### src/rtl/fpu_pkg.sv
// Shared FPU scheduling types: op classes, writeback slot layout, default latencies
// and the latency lookup used by the issue-side scoreboard.
package fpu_pkg;

  typedef enum logic [1:0] {
    FCLS_ADD = 2'd0,
    FCLS_MUL = 2'd1,
    FCLS_DIV = 2'd2,
    FCLS_SGL = 2'd3
  } fp_class_t;

  typedef struct packed {
    logic       valid;
    logic [4:0] rd;
  } wb_slot_t;

  localparam int LAT_ADD_DEF = 3;
  localparam int LAT_MUL_DEF = 4;
  localparam int LAT_DIV_DEF = 12;
  localparam int LAT_SGL     = 1;

  function automatic int lat_of(input fp_class_t cls, input int lat_add,
                                input int lat_mul, input int lat_div);
    int lat;
    case (cls)
      FCLS_ADD: lat = lat_add;
      FCLS_MUL: lat = lat_mul;
      FCLS_DIV: lat = lat_div;
      FCLS_SGL: lat = LAT_SGL;
      default:  lat = LAT_SGL;
    endcase
    return lat;
  endfunction

  function automatic int lat_max(input int lat_add, input int lat_mul, input int lat_div);
    int m;
    m = (lat_add > lat_mul) ? lat_add : lat_mul;
    m = (m > lat_div) ? m : lat_div;
    m = (m > LAT_SGL) ? m : LAT_SGL;
    return m;
  endfunction

endpackage

### src/rtl/fpu_scoreboard_if.sv
// ID-stage issue bundle and scheduler responses of the FPU scoreboard.
// Optional perf counters appear only when FPU_SCB_PERF_EN is defined.
interface fpu_scoreboard_if;
  import fpu_pkg::*;

  logic        issue_valid_id;
  fp_class_t   issue_class_id;
  logic [2:0]  frs_use_id;
  logic [4:0]  frs1_id;
  logic [4:0]  frs2_id;
  logic [4:0]  frs3_id;
  logic [4:0]  frd_id;
  logic        frd_we_id;
  logic        pipe_stall_id;
  logic        flush_ex;
  logic        stall_fpu;
  logic        wb_valid;
  logic [4:0]  wb_frd;
  logic [31:0] busy_vec;
  logic        div_busy;
`ifdef FPU_SCB_PERF_EN
  logic [31:0] raw_stall_cnt;
  logic [31:0] struct_stall_cnt;
`endif

  modport master (
    output issue_valid_id, issue_class_id, frs_use_id, frs1_id, frs2_id, frs3_id,
    output frd_id, frd_we_id, pipe_stall_id, flush_ex,
    input  stall_fpu, wb_valid, wb_frd, busy_vec, div_busy
`ifdef FPU_SCB_PERF_EN
    , input raw_stall_cnt, struct_stall_cnt
`endif
  );

  modport slave (
    input  issue_valid_id, issue_class_id, frs_use_id, frs1_id, frs2_id, frs3_id,
    input  frd_id, frd_we_id, pipe_stall_id, flush_ex,
    output stall_fpu, wb_valid, wb_frd, busy_vec, div_busy
`ifdef FPU_SCB_PERF_EN
    , output raw_stall_cnt, struct_stall_cnt
`endif
  );

endinterface

### src/rtl/fpu_wb_reserve.sv
// Writeback-port reservation: a shift register of {valid, rd} slots whose
// bottom entry is the writeback strobe, plus the slot-occupied conflict check.
module fpu_wb_reserve
  import fpu_pkg::*;
#(
  parameter int LAT_MAX = 12,
  parameter int LW      = $clog2(LAT_MAX + 1)
) (
  input  logic          clk,
  input  logic          rst,
  input  logic [LW-1:0] lat,
  input  logic          res_we,
  input  logic [4:0]    res_rd,
  output logic          conflict,
  output logic          wb_valid,
  output logic [4:0]    wb_frd
);

  wb_slot_t slot_r     [LAT_MAX];
  wb_slot_t shift_s    [LAT_MAX];
  wb_slot_t slot_nxt_s [LAT_MAX];

  // A new op would land in slot[lat-1] next cycle, which is where slot[lat] shifts to.
  always_comb begin
    conflict = 1'b0;
    for (int k = 0; k < LAT_MAX; k++) begin
      conflict = conflict | ((LW'(k) == lat) & slot_r[k].valid);
    end
  end

  // Downward shift with the top entry emptied.
  always_comb begin
    for (int k = 0; k < LAT_MAX - 1; k++) begin
      shift_s[k] = slot_r[k + 1];
    end
    shift_s[LAT_MAX - 1] = '0;
  end

  // New reservation overrides whatever shifts into its position.
  always_comb begin
    for (int k = 0; k < LAT_MAX; k++) begin
      slot_nxt_s[k] = (res_we && (LW'(k + 1) == lat)) ? {1'b1, res_rd} : shift_s[k];
    end
  end

  // Slot state; reset drops every reservation, including results still in flight.
  always_ff @(posedge clk or posedge rst) begin
    if (rst) begin
      for (int k = 0; k < LAT_MAX; k++) begin
        slot_r[k] <= '0;
      end
    end else begin
      for (int k = 0; k < LAT_MAX; k++) begin
        slot_r[k] <= slot_nxt_s[k];
      end
    end
  end

  assign wb_valid = slot_r[0].valid;
  assign wb_frd   = slot_r[0].rd;

endmodule

### src/rtl/fpu_scoreboard.sv
// Issue-side FPU scheduler: pending-write tracking, writeback-port reservation,
// divider sequencing and stall_fpu. Define FPU_SCB_PERF_EN for stall counters.
module fpu_scoreboard
  import fpu_pkg::*;
#(
  parameter int LAT_ADD = LAT_ADD_DEF,
  parameter int LAT_MUL = LAT_MUL_DEF,
  parameter int LAT_DIV = LAT_DIV_DEF
) (
  input  logic             clk,
  input  logic             rst,
  fpu_scoreboard_if.slave  bus
);

  localparam int LAT_MAX = lat_max(LAT_ADD, LAT_MUL, LAT_DIV);
  localparam int LW      = $clog2(LAT_MAX + 1);
  localparam int DW      = $clog2(LAT_DIV + 1);

  logic [31:0]   busy_r;
  logic [31:0]   busy_set_s;
  logic [31:0]   busy_clr_s;
  logic [DW-1:0] div_cnt_r;
  logic          div_busy_s;
  logic [LW-1:0] lat_s;
  logic          is_div_s;
  logic          raw_s;
  logic          waw_s;
  logic          wbc_s;
  logic          divc_s;
  logic          slot_conflict_s;
  logic          stall_s;
  logic          fire_s;
  logic          res_we_s;
  logic          wb_valid_s;
  logic [4:0]    wb_frd_s;

  assign lat_s      = LW'(lat_of(bus.issue_class_id, LAT_ADD, LAT_MUL, LAT_DIV));
  assign is_div_s   = (bus.issue_class_id == FCLS_DIV);
  assign div_busy_s = (div_cnt_r != '0);

  // Hazard terms look only at registered state and ID inputs, never at the
  // external stall or flush, so merging stalls in the hazard unit cannot loop.
  always_comb begin
    raw_s   = (bus.frs_use_id[0] & busy_r[bus.frs1_id])
            | (bus.frs_use_id[1] & busy_r[bus.frs2_id])
            | (bus.frs_use_id[2] & busy_r[bus.frs3_id]);
    waw_s   = bus.frd_we_id & busy_r[bus.frd_id];
    wbc_s   = bus.frd_we_id & slot_conflict_s;
    divc_s  = is_div_s & div_busy_s;
    stall_s = bus.issue_valid_id & (raw_s | waw_s | wbc_s | divc_s);
    fire_s  = bus.issue_valid_id & ~stall_s & ~bus.pipe_stall_id & ~bus.flush_ex;
  end

  assign res_we_s = fire_s & bus.frd_we_id;

  fpu_wb_reserve #(
    .LAT_MAX (LAT_MAX),
    .LW      (LW)
  ) u_wb_reserve (
    .clk      (clk),
    .rst      (rst),
    .lat      (lat_s),
    .res_we   (res_we_s),
    .res_rd   (bus.frd_id),
    .conflict (slot_conflict_s),
    .wb_valid (wb_valid_s),
    .wb_frd   (wb_frd_s)
  );

  assign busy_set_s = res_we_s   ? (32'd1 << bus.frd_id) : 32'd0;
  assign busy_clr_s = wb_valid_s ? (32'd1 << wb_frd_s)   : 32'd0;

  // Pending-write bits: set at reservation, cleared in the writeback cycle.
  always_ff @(posedge clk or posedge rst) begin
    if (rst) begin
      busy_r <= 32'd0;
    end else begin
      busy_r <= (busy_r & ~busy_clr_s) | busy_set_s;
    end
  end

  // Divider occupancy countdown; a DIV with no FP destination still occupies it.
  always_ff @(posedge clk or posedge rst) begin
    if (rst) begin
      div_cnt_r <= '0;
    end else if (fire_s && is_div_s) begin
      div_cnt_r <= DW'(LAT_DIV);
    end else if (div_busy_s) begin
      div_cnt_r <= div_cnt_r - DW'(1);
    end else begin
      div_cnt_r <= div_cnt_r;
    end
  end

`ifdef FPU_SCB_PERF_EN
  logic [31:0] raw_cnt_r;
  logic [31:0] struct_cnt_r;

  // Stall-cause counters; dependency stalls take precedence over structural ones.
  always_ff @(posedge clk or posedge rst) begin
    if (rst) begin
      raw_cnt_r    <= 32'd0;
      struct_cnt_r <= 32'd0;
    end else begin
      raw_cnt_r    <= raw_cnt_r + {31'd0, bus.issue_valid_id & (raw_s | waw_s)};
      struct_cnt_r <= struct_cnt_r
                    + {31'd0, bus.issue_valid_id & (wbc_s | divc_s) & ~(raw_s | waw_s)};
    end
  end

  assign bus.raw_stall_cnt    = raw_cnt_r;
  assign bus.struct_stall_cnt = struct_cnt_r;
`endif

  assign bus.stall_fpu = stall_s;
  assign bus.wb_valid  = wb_valid_s;
  assign bus.wb_frd    = wb_frd_s;
  assign bus.busy_vec  = busy_r;
  assign bus.div_busy  = div_busy_s;

endmodule

### src/flat_wrapper.sv
// flat-port wrapper written by rule: the top's interface ports become plain ports
module fpu_scoreboard_flat import fpu_pkg::*;
#(
  parameter int LAT_ADD = LAT_ADD_DEF,
  parameter int LAT_MUL = LAT_MUL_DEF,
  parameter int LAT_DIV = LAT_DIV_DEF
)
  (clk, rst, bus_issue_valid_id, bus_issue_class_id, bus_frs_use_id, bus_frs1_id, bus_frs2_id, bus_frs3_id, bus_frd_id, bus_frd_we_id, bus_pipe_stall_id, bus_flush_ex, bus_stall_fpu, bus_wb_valid, bus_wb_frd, bus_busy_vec, bus_div_busy);
  fpu_scoreboard_if bus_i ();
  input  logic clk;
  input  logic rst;
  input wire logic [$bits(bus_i.issue_valid_id)-1:0] bus_issue_valid_id;
  input wire logic [$bits(bus_i.issue_class_id)-1:0] bus_issue_class_id;
  input wire logic [$bits(bus_i.frs_use_id)-1:0] bus_frs_use_id;
  input wire logic [$bits(bus_i.frs1_id)-1:0] bus_frs1_id;
  input wire logic [$bits(bus_i.frs2_id)-1:0] bus_frs2_id;
  input wire logic [$bits(bus_i.frs3_id)-1:0] bus_frs3_id;
  input wire logic [$bits(bus_i.frd_id)-1:0] bus_frd_id;
  input wire logic [$bits(bus_i.frd_we_id)-1:0] bus_frd_we_id;
  input wire logic [$bits(bus_i.pipe_stall_id)-1:0] bus_pipe_stall_id;
  input wire logic [$bits(bus_i.flush_ex)-1:0] bus_flush_ex;
  output wire logic [$bits(bus_i.stall_fpu)-1:0] bus_stall_fpu;
  output wire logic [$bits(bus_i.wb_valid)-1:0] bus_wb_valid;
  output wire logic [$bits(bus_i.wb_frd)-1:0] bus_wb_frd;
  output wire logic [$bits(bus_i.busy_vec)-1:0] bus_busy_vec;
  output wire logic [$bits(bus_i.div_busy)-1:0] bus_div_busy;
  assign bus_i.issue_valid_id = bus_issue_valid_id;
  assign bus_i.issue_class_id = bus_issue_class_id;
  assign bus_i.frs_use_id = bus_frs_use_id;
  assign bus_i.frs1_id = bus_frs1_id;
  assign bus_i.frs2_id = bus_frs2_id;
  assign bus_i.frs3_id = bus_frs3_id;
  assign bus_i.frd_id = bus_frd_id;
  assign bus_i.frd_we_id = bus_frd_we_id;
  assign bus_i.pipe_stall_id = bus_pipe_stall_id;
  assign bus_i.flush_ex = bus_flush_ex;
  assign bus_stall_fpu = bus_i.stall_fpu;
  assign bus_wb_valid = bus_i.wb_valid;
  assign bus_wb_frd = bus_i.wb_frd;
  assign bus_busy_vec = bus_i.busy_vec;
  assign bus_div_busy = bus_i.div_busy;
  fpu_scoreboard #(.LAT_ADD(LAT_ADD), .LAT_MUL(LAT_MUL), .LAT_DIV(LAT_DIV)) u_core (.clk(clk), .rst(rst), .bus(bus_i));
endmodule
### config.mk
export PLATFORM = sky130hd
export DESIGN_NAME = fpu_scoreboard_flat
export DESIGN_NICKNAME = d
export VERILOG_FILES = /design/src/rtl/fpu_pkg.sv /design/src/rtl/fpu_scoreboard_if.sv /design/src/rtl/fpu_wb_reserve.sv /design/src/rtl/fpu_scoreboard.sv /design/src/flat_wrapper.sv
export SDC_FILE = /design/constraint.sdc
export NUM_CORES = 1
export LEC_CHECK = 0
export CAP_MARGIN = 20
export CORE_UTILIZATION = 50
export CTS_CLUSTER_SIZE = 14
export DETAILED_ROUTE_END_ITERATION = 7
export GPL_TIMING_DRIVEN = 1
export PLACE_DENSITY = 0.82
export SYNTH_ARGS = -nofsm -noshare
export SYNTH_HDL_FRONTEND = slang
export SYNTH_SLANG_ARGS = --single-unit
### constraint.sdc
create_clock -name clk -period 3.8 [get_ports clk]
set_input_delay 0.57 -clock clk [delete_from_list [all_inputs] [get_ports clk]]
set_output_delay 0.57 -clock clk [all_outputs]
set_load 0.05 [all_outputs]
# --- Word-level counts from Yosys, hierarchy flattened ---
# Index checks and enable logic that the tools add are counted.
op_classes:
  n_addsub: 1
  bitwise: 45
  order_cmp: 4
  n_mul: 0
  div_mod_pow: 0
  n_reduce_logical: 17
  n_mux: 25
  shift: 2
  eq_ne: 15
ops:
  columns: ["op", "n"]
  rows:
  - ["$mux 6", 12]
  - ["$mux 32", 2]
  - ["$shl 1x5->32 const A", 2]
  - ["$and 32x32->32", 1]
  - ["$not 32->32", 1]
  - ["$or 32x32->32", 1]
  - ["$lt 5x6->1 const B", 4]
  - ["$and 1x1->1", 23]
  - ["$bmux 1 s5", 4]
  - ["$eq 4x4->1 const A", 5]
  - ["$eq 3x4->1 const A", 4]
  - ["$or 1x1->1", 16]
  - ["$pmux 4 s4", 1]
  - ["$logic_and 1x1->1", 13]
  - ["$eq 2x4->1 const A", 2]
  - ["$mux 4", 2]
  - ["$eq 1x4->1 const A", 1]
  - ["$eq 2x2->1 const B", 2]
  - ["$logic_not 4->1", 1]
  - ["$mux 1", 4]
  - ["$reduce_bool 4->1", 1]
  - ["$sub 4x1->4 const B", 1]
  - ["$not 1->1", 3]
  - ["$eq 2x1->1 const B", 1]
  - ["2 further kinds", 2]
word_totals:
  latch_bits: 0
  output_inout_bits: 40
  in_bits: 31
  mem_bits_rw: 0
  mem_count: 0
  word_cells: 135
  rom_bits: 0
  regBits: 108

# --- Longest topological paths before layout ---
logic_depth:
  depth_word: 26
  depth_mapped: 11
  depth_no_buf: 9

# --- Cells and area by module ---
# A second synthesis with hierarchy kept.
unflattened:
  cells_unflattened: 487
  area_unflattened_um2: 5729.2
by_module_without_submodules:
  columns: ["module", "instances", "area_each_um2", "cells_per_inst", "seq_area_each_um2"]
  rows:
  - ["fpu_scoreboard", 1, 2881.5, 293, 900.9]
  - ["fpu_wb_reserve", 1, 2847.7, 194, 1801.7]

# --- Least setup slack after synthesis ---
# OpenSTA, ideal clock, no wires.
synth_path:
  path_type: "input-to-output"
  from: "in bus_frs1_id[0]"
  to: "out bus_stall_fpu"
  path_stages: 7
  t_required_ns: 3.230
  t_arrival_ns: 2.822
  path_slack_ns: 0.408
  cell_sequence: "buf_4 > mux4_2 > a2bb2oi_1 > a211oi_2 > a211oi_1 > a21oi_1 > a31oi_1"
synth_between:
  elab_chain_cells: 9
synth_lines:
  columns: ["element", "line", "source"]
  rows:
  - ["start, declared", "flat_wrapper.sv:15", "input wire logic [$bits(bus_i.frs1_id)-1:0] bus_frs1_id;"]
  - ["$bmux 1 s5", "fpu_scoreboard.sv:44", "raw_s = (bus.frs_use_id[0] & busy_r[bus.frs1_id])"]
  - ["$mux 1 (not written as such)", "fpu_scoreboard.sv:44", null]
  - ["$and 1x1->1", "fpu_scoreboard.sv:44", null]
  - ["$or 1x1->1", "fpu_scoreboard.sv:45", "| (bus.frs_use_id[1] & busy_r[bus.frs2_id])"]
  - ["$or 1x1->1", "fpu_scoreboard.sv:46", "| (bus.frs_use_id[2] & busy_r[bus.frs3_id]);"]
  - ["$or 1x1->1 (3 in series)", "fpu_scoreboard.sv:50", "stall_s = bus.issue_valid_id & (raw_s | waw_s | wbc_s | divc_s);"]
  - ["$and 1x1->1", "fpu_scoreboard.sv:50", null]
  - ["end, declared", "flat_wrapper.sv:22", "output wire logic [$bits(bus_i.stall_fpu)-1:0] bus_stall_fpu;"]
# Every way passes these cells. The select of a mux whose other input is x is not followed.

# --- Final worst setup path ---
layout_path:
  from: "in bus_frs2_id[0]"
  to: "out bus_stall_fpu"
layout_between:
  elab_chain_cells: 9
layout_lines:
  columns: ["element", "line", "source"]
  rows:
  - ["start, declared", "flat_wrapper.sv:16", "input wire logic [$bits(bus_i.frs2_id)-1:0] bus_frs2_id;"]
  - ["$bmux 1 s5", "fpu_scoreboard.sv:45", null]
  - ["$mux 1 (not written as such)", "fpu_scoreboard.sv:45", null]
  - ["$and 1x1->1", "fpu_scoreboard.sv:45", null]
  - ["$or 1x1->1", "fpu_scoreboard.sv:45", null]
  - ["$or 1x1->1", "fpu_scoreboard.sv:46", null]
  - ["$or 1x1->1 (3 in series)", "fpu_scoreboard.sv:50", null]
  - ["$and 1x1->1", "fpu_scoreboard.sv:50", null]
# Every way passes these cells. The select of a mux whose other input is x is not followed.

==> impl_results.rst <==
.. list-table::
   :header-rows: 1

   * - Metric
     - Value
   * - DP Cell Count
     - 658
   * - Number of gates resized after CTS
     - 0
   * - Kind of cell adding the most delay to the critical path
     - buffers and inverters
   * - Starting DRC count in detailed routing
     - 311
   * - Synthesized net count
     - just over 500
   * - Critical Path Most Common Cell
     - sky130_fd_sc_hd__buf_4
   * - Post-route antenna net violation count
     - 0
   * - DIE WIDTH
     - between 100 and 150 um
   * - Die Outline Area
     - 12450 sq um
   * - Count of flip-flops with a built-in enable after synthesis
     - 0
   * - Critical Path AT
     - 3.01 ns
   * - Largest vdd supply drop
     - 0.0002671 V
   * - Worst-Margin Slew
     - 0.9199 ns
   * - Number of antenna cells inserted
     - 0
   * - Pre-Repair DR Iteration Count
     - 6
   * - Post-route core utilization
     - 61.72%
   * - Std cell rows
     - 39
   * - Cell area reported after detailed placement
     - 6828 sq um
   * - Clock root cell
     - sky130_fd_sc_hd__clkbuf_16
   * - Clock H-tree levels
     - 3
   * - Number of vias in the routed layout
     - 4466
   * - Most used flip-flop cell after synthesis
     - sky130_fd_sc_hd__dfrtp_1
   * - Clock slew seen by the registers of the worst setup and hold paths
     - 0.07 ns
   * - Achievable Freq
     - 0.2791 GHz
   * - Post-route cell area
     - roughly 7000 sq um
   * - Final clock period utilization by the worst path
     - 94.28%
   * - Initial Util
     - around half
   * - Sum of overflow across all layers after global routing
     - 0
   * - CTS hold repair buffers
     - 0
   * - Total Nets Final
     - 564
   * - Area inside the core boundary
     - between 10000 and 15000 sq um
   * - DPL Wire Length
     - 11570 um
   * - Number of warnings issued by yosys
     - 0
   * - Commonest non-fill, non-tap cell in the layout
     - sky130_fd_sc_hd__dfrtp_1
   * - Antenna violations before repair
     - 0
   * - Crit path buffers/inverters
     - 3
   * - Number of slew-limit violations in the final report
     - 0
   * - TritonCTS clock tree
     - done
   * - Drt drc
     - 8
   * - DRT Wirelength
     - 16160 um
   * - Endpoint type of the worst setup path
     - output port
   * - Final-layout fill cell count
     - between 800 and 900
   * - Total Neg Setup Slack
     - 0 ns
   * - Max_cap viols
     - 0
   * - #FFs+latches synth
     - about 110
   * - Biggest cell delay along the critical path
     - 0.49 ns
   * - Average wire per cell in the routed design
     - approximately 24 um
   * - Proportion of layout cells with a drive suffix above 1
     - approximately a quarter
   * - Max_slew headroom
     - ~39%
   * - Post-Route Skew
     - 0.009019 ns
   * - Final hold violation count
     - 0
   * - Number of buffers on the longest clock path
     - 2
   * - Post-DR vias/cell
     - 6.626
   * - Clock buffers created by TritonCTS
     - 9
   * - Shortest clock period the worst path allows after layout
     - 3.583 ns
   * - Mean instance size in the synthesized netlist
     - 12.77 sq um
   * - Most used cells in the layout excluding fill and tap cells
     - sky130_fd_sc_hd__dfrtp_1 (108), sky130_fd_sc_hd__clkdlybuf4s50_1 (68), sky130_fd_sc_hd__mux2_4 (40), sky130_fd_sc_hd__mux2i_1 (27)
   * - Reported leakage power
     - a little over 3 nW
   * - Maximum number of pins on one net before global-route repair
     - 77
   * - Global-route wire length before repair
     - 25740 um
   * - Number of top-level design ports
     - 71
   * - Setup repair after global routing missed its margin
     - false
   * - CP Class
     - in2out
   * - TritonCTS Sinks
     - 108
   * - Clk_lat worst skew
     - 0.35 ns
   * - Relative area change from synthesis to final layout
     - 18.93%
   * - Count of buffers from port buffering
     - 70
   * - Hold Path Class
     - reg2reg
   * - # Post-CTS Setup Buffers
     - 0
   * - Final Wtd Congestion
     - 0.9245
   * - Total track usage
     - 27.55%
   * - Sequential share of the synthesized area
     - 45.03%
   * - Areal power density over the cells
     - about 350 nW/um^2
   * - Setup violators final
     - 0
   * - CP required
     - 3.23 ns
   * - Result of the run
     - finished, violations left
   * - Number of instances in the synthesized netlist
     - 470
   * - Cell-by-cell trace of the critical path
     - clkdlybuf4s50_1 > buf_4 > mux4_2 > mux2i_1 > o221a_2 > nor2_1 > a21oi_1 > a31oi_1 > buf_4
   * - Ys async rst share
     - 100.0%
   * - Die boundary height
     - 111.6 um
   * - Distinct cell type count of the synthesized netlist
     - 55
   * - Post-synth design cell area
     - 6002 sq um
   * - Violations in the final reports
     - design-rule violations
   * - Highest net fanout along the worst path
     - 9
   * - Via count of the first global-routing pass
     - roughly 4500
   * - Max stage delay cell, worst path
     - sky130_fd_sc_hd__clkdlybuf4s50_1
   * - Non-filler cells, final
     - roughly 670
   * - Startpoint type of the worst setup path
     - input port
==> through the flow <==
step	setup slack [ns]	power, mW	hold slack, ns
floorplan	0.3844	1.474	0.4049
global placement	0.2375	1.583	0.3321
detailed placement	0.1186	1.598	0.3371
CTS	0.2234	2.551	0.3479
global route	0.06489	2.638	0.3552
finish	0.2173	2.533	0.3448
==> final timing paths <==
check | from | end | slack, ns | depth (start not counted)
worst max-delay path | bus_frs2_id[0] | bus_stall_fpu | 0.22 | 9
worst min-delay path | u_core.u_wb_reserve.shift_s[16] | u_core.u_wb_reserve.shift_s[22] | 0.34 | 0
worst max register to register | u_core.bus.busy_vec[8] | u_core.bus.busy_vec[14] | 0.83 | 9
worst min register to register | u_core.u_wb_reserve.shift_s[16] | u_core.u_wb_reserve.shift_s[22] | 0.34 | 0
max in group asynchronous | rst | u_core.u_wb_reserve.shift_s[66] | 2.21 | 3
min in group asynchronous | rst | u_core.bus.busy_vec[27] | 0.79 | 2
==> sequential cells by signal, summed over array words and instances (netlist names) <==
| register | cells |
|---|---|
| u_core.bus.busy_vec | 32 |
| u_core.div_cnt_r | 4 |
| u_core.u_wb_reserve.shift_s | 66 |
| u_core.u_wb_reserve.wb_frd | 5 |
| u_core.u_wb_reserve.wb_valid | 1 |
==> cell type report <==
class                      instances  area, sq um  share of cell area, %
multi-input combinational        298         3025                  42.38
sequential                       108         2703                  37.86
timing repair buffer              91        850.8                  11.92
clock buffer                      10        239.0                  3.348
tap                              143        178.9                  2.507
clock inverter                     6        71.32                 0.9991
inverter                          18        70.07                 0.9816
==> synth_stat cells (2+ instances only) <==
cell type                   instances  area [sq um]
sky130_fd_sc_hd__buf_2              8         40.04
sky130_fd_sc_hd__o21a_1             2         15.01
sky130_fd_sc_hd__a22oi_1            5         37.54
sky130_fd_sc_hd__nand2b_1          15         93.84
sky130_fd_sc_hd__o21ai_0           24         120.1
sky130_fd_sc_hd__buf_6              4         45.04
sky130_fd_sc_hd__nand3_1            8         40.04
sky130_fd_sc_hd__o31ai_1            9         67.56
sky130_fd_sc_hd__o41ai_2           14         227.7
sky130_fd_sc_hd__nor3_1             8         40.04
sky130_fd_sc_hd__nor2_1             9         33.78
sky130_fd_sc_hd__buf_4              2         15.01
sky130_fd_sc_hd__dfrtp_1          108          2703
sky130_fd_sc_hd__a21oi_1            7         35.03
sky130_fd_sc_hd__mux2i_1           27         270.3
sky130_fd_sc_hd__mux4_2            21         473.0
sky130_fd_sc_hd__clkbuf_1          30         112.6
sky130_fd_sc_hd__o41ai_1           22         192.7
sky130_fd_sc_hd__mux2_2             5         56.30
sky130_fd_sc_hd__nand2_1           24         90.09
sky130_fd_sc_hd__nand4_4            8         170.2
sky130_fd_sc_hd__or3_1              3         18.77
sky130_fd_sc_hd__buf_1              2         7.510
sky130_fd_sc_hd__a31oi_1            5         31.28
sky130_fd_sc_hd__inv_1             17         63.81
sky130_fd_sc_hd__nor2b_1            7         43.79
sky130_fd_sc_hd__nand4_1            2         12.51
sky130_fd_sc_hd__a2bb2oi_1          2         17.52
sky130_fd_sc_hd__ha_1               7         87.58
sky130_fd_sc_hd__mux2_4            40         600.6
==> layer usage <==
metal	vias to the layer above	share of wire, %	track usage, %
met5	-	0.32	3.137
met3	34	11	9.363
met4	2	2.1	9.820
met1	2304	39	36.36
met2	242	48	42.17
li1	1884	-	-
==> power breakdown <==
part	internal, mW	leakage (nW)	switching, mW	total (mW)
Clock	0.533	0.145	0.421	0.955
Sequential	1.18	1.34	0.0285	1.21
Combinational	0.148	1.57	0.224	0.373
Total	1.86	3.05	0.674	2.53
==> cells by family after synthesis <==
family | count (synthesis) | synth area share (%)
xor gates and xnor gates | 2 | 0.2919
adders and majority gates | 7 | 1.459
DFF | 108 | 45.03
and+or+nand+nor | 92 | 10.30
muxes | 93 | 23.33
buffers and inverters | 64 | 4.795
AOI/OAI and AO/OA | 104 | 14.80
==> worst register-to-register path: stages (launching register included) <==
cell,delay [ns]
sky130_fd_sc_hd__dfrtp_1,0.50
sky130_fd_sc_hd__mux4_2,0.50
sky130_fd_sc_hd__mux2_2,0.28
sky130_fd_sc_hd__a211oi_2,0.19
sky130_fd_sc_hd__a211oi_1,0.09
sky130_fd_sc_hd__buf_4,0.16
sky130_fd_sc_hd__nand2_4,0.19
sky130_fd_sc_hd__nand4_1,0.20
sky130_fd_sc_hd__buf_4,0.32
sky130_fd_sc_hd__o41ai_1,0.41
(Power assumes the default switching activity.)
